$ cat src/rtl/mem_arb_pkg.sv
// Shared state encoding, arbitration-mode constants and round-robin search helper
// for mem_port_arbiter and its winner selector.
package mem_arb_pkg;

    typedef enum logic [1:0] {IDLE, BUSY, RESP} arbState_t;

    localparam int ARB_FIXED = 0;
    localparam int ARB_RR    = 1;
    localparam int MaxPorts  = 8;

    // First valid port strictly above ptr, wrapping modulo numPorts; 0 when nothing is valid.
    function automatic logic [2:0] rrNext(input logic [MaxPorts-1:0] valid,
                                          input logic [2:0]          ptr,
                                          input int                  numPorts);
        logic [2:0] winner;
        logic       found;
        int         idx;
        winner = '0;
        found  = 1'b0;
        for (int k = 1; k <= MaxPorts; k++) begin
            idx = (int'(ptr) + k) % numPorts;
            if (k <= numPorts && !found && valid[3'(idx)]) begin
                winner = 3'(idx);
                found  = 1'b1;
            end
        end
        return winner;
    endfunction

endpackage

$ cat src/rtl/rr_select.sv
// Combinational winner selector: fixed priority (lowest index) or round-robin
// starting one above the pointer. Produces a one-hot grant and the winner index.
module rr_select
    import mem_arb_pkg::*;
#(
    parameter int NumPorts = 2,
    parameter int IdxW     = (NumPorts > 1) ? $clog2(NumPorts) : 1
) (
    input  logic [NumPorts-1:0] valid,
    input  logic [IdxW-1:0]     ptr,
    input  logic                mode,
    output logic [NumPorts-1:0] grant,
    output logic [IdxW-1:0]     winnerIdx
);

    logic [MaxPorts-1:0] validWide;
    logic [2:0]          ptrWide;
    logic [2:0]          rrWinner;

    always_comb begin
        validWide                = '0;
        validWide[NumPorts-1:0]  = valid;
        ptrWide                  = 3'(ptr);
    end

    assign rrWinner = rrNext(validWide, ptrWide, NumPorts);

    always_comb begin
        // NOTE: every output gets a default before any branch, otherwise an incomplete path infers a latch.
        winnerIdx = '0;
        grant     = '0;
        if (mode && NumPorts > 1) begin
            winnerIdx = IdxW'(rrWinner);
        end else begin
            for (int i = NumPorts - 1; i >= 0; i--) begin
                if (valid[i]) winnerIdx = IdxW'(i);
            end
        end
        if (|valid) grant[winnerIdx] = 1'b1;
    end

endmodule

$ cat src/rtl/mem_port_arbiter.sv
// Shares one variable-latency RAM port among NumPorts requesters, one transaction in flight.
// Define MEM_ARB_STATS_EN to build saturating per-port grant counters on GrantCount.
module mem_port_arbiter
    import mem_arb_pkg::*;
#(
    parameter int dataW       = 32,
    parameter int RAMAddrSize = 32,
    parameter int NumPorts    = 2,
    parameter int ArbMode     = ARB_RR,
    parameter int StatW       = 16
) (
    input  logic                            clock,
    input  logic                            reset,
    input  logic [NumPorts-1:0]             ReqValid,
    output logic [NumPorts-1:0]             ReqReady,
    input  logic [NumPorts-1:0]             ReqWrite,
    input  logic [NumPorts*RAMAddrSize-1:0] ReqAddr,
    input  logic [NumPorts*dataW-1:0]       ReqData,
    output logic [NumPorts-1:0]             RespValid,
    output logic [dataW-1:0]                RespData,
    output logic                            MemReq,
    output logic                            MemWrite,
    output logic [RAMAddrSize-1:0]          MemAddr,
    output logic [dataW-1:0]                MemDataIn,
    input  logic                            MemAck,
    input  logic [dataW-1:0]                MemDataOut,
    output logic [NumPorts*StatW-1:0]       GrantCount
);

    localparam int IdxW = (NumPorts > 1) ? $clog2(NumPorts) : 1;

    arbState_t           state;
    logic [IdxW-1:0]     rrPtr;
    logic [IdxW-1:0]     latPort;
    logic [IdxW-1:0]     winnerIdx;
    logic [NumPorts-1:0] grant;
    logic                accept;

    rr_select #(
        .NumPorts (NumPorts),
        .IdxW     (IdxW)
    ) u_select (
        .valid     (ReqValid),
        .ptr       (rrPtr),
        .mode      (ArbMode != ARB_FIXED),
        .grant     (grant),
        .winnerIdx (winnerIdx)
    );

    // Reset also masks the handshake so every output reads 0 while reset is held.
    assign ReqReady = (state == IDLE && reset) ? grant : '0;
    assign accept   = |ReqReady;

    // MemAddr/MemWrite/MemDataIn double as the transaction latches and stay stable through BUSY.
    always_ff @(posedge clock or negedge reset) begin
        if (!reset) begin
            state     <= IDLE;
            rrPtr     <= IdxW'(NumPorts - 1);
            latPort   <= '0;
            MemReq    <= 1'b0;
            MemWrite  <= 1'b0;
            MemAddr   <= '0;
            MemDataIn <= '0;
            RespValid <= '0;
            RespData  <= '0;
        end else begin
            // NOTE: non-blocking assignments so every flop samples the pre-edge values of the others.
            case (state)
                IDLE: begin
                    if (accept) begin
                        MemAddr   <= ReqAddr[winnerIdx*RAMAddrSize +: RAMAddrSize];
                        MemDataIn <= ReqData[winnerIdx*dataW +: dataW];
                        MemWrite  <= ReqWrite[winnerIdx];
                        latPort   <= winnerIdx;
                        rrPtr     <= winnerIdx;
                        MemReq    <= 1'b1;
                        state     <= BUSY;
                    end
                end
                BUSY: begin
                    if (MemAck) begin
                        MemReq    <= 1'b0;
                        RespData  <= MemWrite ? '0 : MemDataOut;
                        RespValid <= NumPorts'(1) << latPort;
                        state     <= RESP;
                    end
                end
                RESP: begin
                    RespValid <= '0;
                    state     <= IDLE;
                end
                default: state <= IDLE;
            endcase
        end
    end

`ifdef MEM_ARB_STATS_EN
    always_ff @(posedge clock or negedge reset) begin
        if (!reset) begin
            GrantCount <= '0;
        end else begin
            for (int i = 0; i < NumPorts; i++) begin
                if (ReqReady[i] && GrantCount[i*StatW +: StatW] != {StatW{1'b1}})
                    GrantCount[i*StatW +: StatW] <= GrantCount[i*StatW +: StatW] + StatW'(1);
            end
        end
    end
`else
    assign GrantCount = '0;
`endif

endmodule
$ cat config.mk
export PLATFORM = sky130hd
export DESIGN_NAME = mem_port_arbiter
export DESIGN_NICKNAME = d
export VERILOG_FILES = /design/src/rtl/mem_arb_pkg.sv /design/src/rtl/rr_select.sv /design/src/rtl/mem_port_arbiter.sv
export SDC_FILE = /design/constraint.sdc
export NUM_CORES = 1
export LEC_CHECK = 0
export CAP_MARGIN = 0
export CORE_AREA = 3 3 102 153
export DETAILED_ROUTE_END_ITERATION = 10
export DIE_AREA = 0 0 105 156
export PLACE_DENSITY = 0.84
export SKIP_LAST_GASP = 1
export SLEW_MARGIN = 20
export SYNTH_ARGS = -nofsm -noshare
export SYNTH_HDL_FRONTEND = slang
export SYNTH_SLANG_ARGS = --single-unit
$ cat constraint.sdc
create_clock -name clock -period 1.4 [get_ports clock]
set_input_delay 0.21 -clock clock [delete_from_list [all_inputs] [get_ports clock]]
set_output_delay 0.21 -clock clock [all_outputs]
set_load 0.02 [all_outputs]
# Word-level counts from Yosys, hierarchy flattened
# Cells that the tools add are included.
# W data, S select, Z words.
[word_totals]
ram_bits = 0
n_memories = 0
romBits = 0
wordCells = 62
latchBits = 0
reg_bits = 104
[op_classes]
n_reduce_logical = 14
div = 0
add_sub_neg = 2
n_lt_le_gt_ge = 4
shift = 3
bitwise_logic = 2
mux = 24
mul = 0
n_eq_ne = 4
[ops]
columns = ["operator", "count"]
rows = [
  ["$shiftx A64 B7 Y32", 2],
  ["$mux W32", 1],
  ["$mux W1", 12],
  ["$lt A2 B5 Y1 const B", 2],
  ["$mux W2", 5],
  ["$pmux W2 S2", 2],
  ["$reduce_and A2 Y1", 4],
  ["$bmux W1 S2", 2],
  ["$ne A2 B2 Y1 const B", 2],
  ["$reduce_bool A2 Y1", 2],
  ["$reduce_or A2 Y1", 2],
  ["$logic_and A1 B1 Y1", 3],
  ["$reduce_and A3 Y1", 1],
  ["$add A1 B1 Y1 const B", 2],
  ["$and A1 B1 Y1 const A", 2],
  ["$eq A2 B1 Y1 const B", 1],
  ["$eq A2 B2 Y1 const B", 1],
  ["$logic_not A2 Y1", 1],
  ["$lt A1 B2 Y1 const B", 1],
  ["$pmux W1 S2", 1],
  ["$shl A1 B1 Y2 const A", 1],
  ["$demux W1 S1", 1],
  ["$ge A1 B1 Y1 const B", 1],
  ["$logic_not A1 Y1", 1],
]

# Longest topological paths before layout
# Gate-level depths: netlist (run 1).
[depth]
depth_word = 18
mapped_depth = 6

# Modules after synthesis
# A second synthesis (run 1) with hierarchy kept.
[unflattened]
cells_unflattened = 413
hier_area_um2 = 5151.2
[modules_own_cells]
columns = ["module", "cells_per_inst", "instances", "area_each_um2", "seq_area_each_um2"]
rows = [
  ["mem_port_arbiter", 408, 1, 5116.2, 2603.7],
  ["rr_select", 5, 1, 35.0, 0.0],
]

# Worst setup path before layout (run 1)
# No wires, ideal clock.
[synth_path]
path_kind = "reg-to-output"
from = "reg rrPtr"
to = "out ReqReady[1]"
stages_incl_launch_ff = 4
n_path_buf = 1
arrival_time_ns = 1.550
required_time_ns = 1.190
path_slack_ns = -0.360
cell_sequence = "dfstp_2 > a21bo_2 > clkbuf_1 > nor4b_1"
[synth_via]
elab_chain_len = 15
[synth_lines]
columns = ["element", "line_no", "rtl"]
rows = [
  ["start, declared", "mem_port_arbiter.sv:33", "logic [IdxW-1:0] rrPtr;"],
  ["start signal, assigned", "mem_port_arbiter.sv:58", "rrPtr <= IdxW'(NumPorts - 1);"],
  ["start signal, assigned", "mem_port_arbiter.sv:75", "rrPtr <= winnerIdx;"],
  ["$add A1 B1 Y1", "mem_arb_pkg.sv:21", "idx = (int'(ptr) + k) % numPorts;"],
  ["$and A1 B1 Y1 (no source line)", "--", ""],
  ["$bmux W1 S2", "mem_arb_pkg.sv:22", "if (k <= numPorts && !found && valid[3'(idx)]) begin"],
  ["$mux W1 (implied by the code) (2 in a row)", "mem_arb_pkg.sv:22", ""],
  ["$mux W1", "mem_arb_pkg.sv:22", ""],
  ["$logic_not A1 Y1", "mem_arb_pkg.sv:22", ""],
  ["$logic_and A1 B1 Y1", "mem_arb_pkg.sv:22", ""],
  ["$mux W1 *", "mem_arb_pkg.sv:22", ""],
  ["$lt A1 B2 Y1 (implied by the code) or $ge A1 B1 Y1 (tied branches)", "rr_select.sv:39", "if (|valid) grant[winnerIdx] = 1'b1;"],
  ["$logic_and A1 B1 Y1 (implied by the code)", "rr_select.sv:39", ""],
  ["$mux W1 (implied by the code)", "rr_select.sv:39", ""],
  ["$demux W1 S1 *", "--", ""],
  ["$mux W2 *", "rr_select.sv:39", ""],
  ["$mux W2 *", "mem_port_arbiter.sv:51", "assign ReqReady = (state == IDLE && reset) ? grant : '0;"],
  ["end, declared", "mem_port_arbiter.sv:15", "output logic [NumPorts-1:0] ReqReady,"],
]
# Every way passes the cells marked *; elsewhere a longest branch is shown, timed or not. The select of a mux whose other input is x is not followed.

# Worst setup path in the final report (run 1)
[layout_path]
from = "reg rrPtr"
to = "reg MemDataIn[8]"
[layout_via]
elab_chain_len = 17
[layout_lines]
columns = ["element", "line_no", "rtl"]
rows = [
  ["$add A1 B1 Y1", "mem_arb_pkg.sv:21", ""],
  ["$and A1 B1 Y1 (no source line)", "--", ""],
  ["$bmux W1 S2", "mem_arb_pkg.sv:22", ""],
  ["$mux W1 (implied by the code) (2 in a row)", "mem_arb_pkg.sv:22", ""],
  ["$mux W1", "mem_arb_pkg.sv:22", ""],
  ["$logic_not A1 Y1", "mem_arb_pkg.sv:22", ""],
  ["$logic_and A1 B1 Y1", "mem_arb_pkg.sv:22", ""],
  ["$mux W1 *", "mem_arb_pkg.sv:22", ""],
  ["$lt A1 B2 Y1 (implied by the code) or $ge A1 B1 Y1 (tied branches)", "rr_select.sv:39", ""],
  ["$logic_and A1 B1 Y1 (implied by the code)", "rr_select.sv:39", ""],
  ["$mux W1 (implied by the code)", "rr_select.sv:39", ""],
  ["$demux W1 S1", "--", ""],
  ["$mux W2", "rr_select.sv:39", ""],
  ["$mux W2", "mem_port_arbiter.sv:51", ""],
  ["$reduce_or A2 Y1", "mem_port_arbiter.sv:52", "assign accept = |ReqReady;"],
  ["$reduce_and A2 Y1 (no source line)", "--", ""],
  ["end signal, assigned", "mem_port_arbiter.sv:72", "MemDataIn <= ReqData[winnerIdx*dataW +: dataW];"],
  ["end, declared", "mem_port_arbiter.sv:24", "output logic [dataW-1:0] MemDataIn,"],
]
# Marks and branches as above.
# A chain may end at the register's enable or synchronous reset.

==> impl_metrics.py, run 1 <==
metrics = {
    "routing": {
        "routed_wirelength_mm": 22.6,
        "wire_per_inst_um": 24.0,
        "ant_nets": 0,
        "drc": 0,
        "drtPass1Iterations": 4,
        "via_per_inst": 5.33,
        "num_vias": 5022,
        "drt-initial-drc-count": 239,
    },
    "sta": {
        "fin_hold_ws_ps": 65.5,
        "slew_headroom_pct": 61.3,
        "fin_skew_ps": 8.47,
        "finalWorstSetupSlack_ps": -253,
        "fmaxAchievable_ghz": 0.605,
        "rsz0062_at_grt": "yes",
        "worst_slew_pin_slew_ps": 580,
        "final_max_slew_viol_count": 0,
        "setup_viol": 68,
        "timing.final.crit_period_ps": 1650,
        "period_share_pct": 118,
        "hold_viol": 0,
    },
    "flow_run": {
        "drv_cap": 0,
    },
    "worst_setup_path": {
        "cp_slowest_stage_delay_ps": 550,
        "cp.buffers_inverters": 3,
        "required_ps": 1610,
        "crit_path_end_kind": "flip-flop",
        "slowest_stage": "dfstp_2",
        "path_delay_family": "buffers and inverters",
        "critical_path_class": "flip-flop to flip-flop",
        "crit_fanout": 10,
        "worstPathCellList": "buf_6, nor2b_4, buf_8, bufbuf_16, o32ai_4, a2bb2oi_2",
        "crit_arrival_ps": 1860,
        "start_kind": "flip-flop",
    },
    "global_routing": {
        "grt_pass1_vias": 5161,
        "overflow": 0,
        "antenna_found_initial": 2,
        "grt_pass1_wl_mm": 30.3,
        "grt_max_degree": 105,
        "grt_usage_pct": 23.8,
    },
    "yosys": {
        "synth-async-reset-ratio_pct": 100,
        "yosys-top-cells-area": "dfrtp_1 53%, a2bb2oi_1 12%, o32ai_1 12%",
        "synth_common_cells": "103 x dfrtp_1, 65 x a2bb2oi_1, 65 x o32ai_1",
        "synth_flop_cell": "dfrtp_1",
        "ys_ff_latch": 104,
        "syn_inst": 435,
        "synth_edf_count": 0,
        "synth-seq-area-share_pct": 53.7,
        "avgSynthCellArea_um2": 11.1,
        "syn_area_mm2": 0.00485,
        "yosysWarnings": 0,
        "synth_top_area_share_pct": 53.2,
        "synth_most_common_cell": "dfrtp_1",
        "synth_top_cell_by_area": "dfrtp_1",
        "synth_cell_type_count": 28,
    },
    "clocking": {
        "cts.clk_slew.worst_paths_ps": 70,
        "cts_inserted_buffers": 9,
        "cts.sinks": 104,
        "htree_num_levels": 3,
        "cts_buffer_depth": 2,
        "clkLatencyLatePin_ps": 330,
        "cts_tree": "built",
        "clock-root-buffer": "clkbuf_16",
        "cts_hold_buf": 0,
    },
    "pwr": {
        "p_total_mw": 16.8,
        "p_leak_nw": 4.01,
        "power.density_mw_per_mm2": 1670,
        "peakVddDrop_uv": 805,
    },
    "floorplanning": {
        "die_area_mm2": 0.0164,
        "die_y_um": 156,
        "rows": 54,
        "fp.coreArea_mm2": 0.0145,
        "pin_count": 301,
        "start_util_pct": 33.5,
        "chipWidth_um": 105,
    },
    "finish": {
        "final_cell_area_mm2": 0.0101,
        "synthToLayoutAreaGrowth_pct": 108,
        "fill_cells": 959,
        "nets": 909,
        "drive_gt1_share_pct": 26.3,
        "final_cell_count_no_fill": 943,
    },
    "hold_path": {
        "holdCritPathClass": "input port to async pin",
    },
    "placed_design": {
        "post-place-ws_ps": -654,
        "place_congestion": 0.809,
        "dp.cells": 881,
        "dpl_cell_area_mm2": 0.00775,
        "dpl.hpwl_mm": 12.3,
        "numPortBuffers": 268,
    },
    "status": {
        "violations": "negative setup slack",
        "status": "complete, but fails checks",
    },
}
[worst reg2reg max path, stage by stage (launching register included)]
cell,delay [ps]
dfstp_2,550
buf_6,110
nor2b_4,50
buf_8,160
bufbuf_16,310
o32ai_4,250
a2bb2oi_2,100
[routing by layer]
layer	vias to the layer above	global-route usage (%)	routed length, um
met2	255	42.7	12100
met5	-	0	15
li1	2219	-	-
met4	2	11.9	1110
met1	2475	26.0	8020
met3	71	6.25	1360
[worst paths after layout]
kind	start	end	slack, ps	cells after the start
min in group clock	MemDataOut[5]	RespData[5]	420	3
setup / recovery	rrPtr	MemDataIn[8]	-250	6
hold / removal	reset	latPort	70	3
setup reg to reg	rrPtr	MemDataIn[8]	-250	6
hold reg to reg	RespData[9]	RespData[9]	470	2
max in group asynchronous	reset	MemAddr[0]	870	3
[metrics by stage]
| stage | utilization, % | TNS, ps |
|---|---|---|
| final | 69.8 | -8520 |
| after global routing | 69.8 | -13680 |
| after CTS | 62.1 | -8250 |
| after detailed placement | 53.6 | -33980 |
| after global placement | 53.6 | -32510 |
| after floorplan | - | -181 |
[layout make-up]
type                            instances  area (um2)  area share, %
Timing Repair Buffer                  343        3780           37.5
Multi-Input combinational cell        278        3120           30.9
Sequential cell                       104        2600           25.8
Tap cell                              196         245           2.43
Clock buffer                           10         239           2.37
Clock inverter                          5        81.3          0.805
Inverter                                6        22.5          0.223
Antenna cell                            1        2.50         0.0248
[power by group]
group	total [mW]	switching (mW)	leakage (nW)	internal (mW)
sequential	5.02	0.823	1.21	4.20
combinational	9.07	4.60	2.65	4.47
clock	2.72	1.12	0.155	1.61
[state kept, by name (all words and copies together), names as in the netlist]
register / flops
MemAddr: 32
MemDataIn: 32
RespValid: 2
latPort: 1
RespData: 32
state: 2
MemWrite: 1
rrPtr: 1
MemReq: 1
[placed cells by master (no fill, tap or decap), drive strengths merged]
master,Yosys,final
a2bb2oi,65,65
nor2,1,1
clkinv,0,2
dfrtp,103,103
bufbuf,0,3
nand3,1,1
clkbuf,31,20
dfstp,1,1
bufinv,0,2
clkinvlp,0,1
buf,47,65
a31o,1,1
o32ai,65,65
a21bo,1,1
a31oi,1,1
a21o,1,1
nand2,32,32
conb,1,32
nor2b,1,1
nor4b,1,1
o2bb2ai,2,2
clkdlybuf4s50,0,165
nand3b,2,2
diode,0,1
o21ai,35,35
nor3b,2,2
inv,6,6
o21a,1,1
nand2b,32,32
a21oi,2,2
dlygate4sd2,0,100
[kinds of logic after synthesis]
group	synth area share, %
compound gates	28.5
flops	53.7
buf+inv	9.73
simple gates	7.95
other cells	0.0774
[what timing repair did]
item	in CTS	in global routing
gates cloned	11	14
setup buffers	6	15
endpoints found under the setup margin	171	94
hold endpoints to repair	0	0
pin swaps	18	9
gates resized for setup	204	105
(Power assumes the default switching activity.)
==> run 2, diff against run 1 <==
--- a/config.mk
+++ b/config.mk
@@ -11,7 +11,6 @@
 export DIE_AREA = 0 0 105 156
 export PLACE_DENSITY = 0.84
 export SKIP_LAST_GASP = 1
-export SLEW_MARGIN = 20
 export SYNTH_ARGS = -nofsm -noshare
 export SYNTH_HDL_FRONTEND = slang
 export SYNTH_SLANG_ARGS = --single-unit
==> results of run 2 <==
Same layout as run 1: the final DEF is identical, and so are final timing and power.
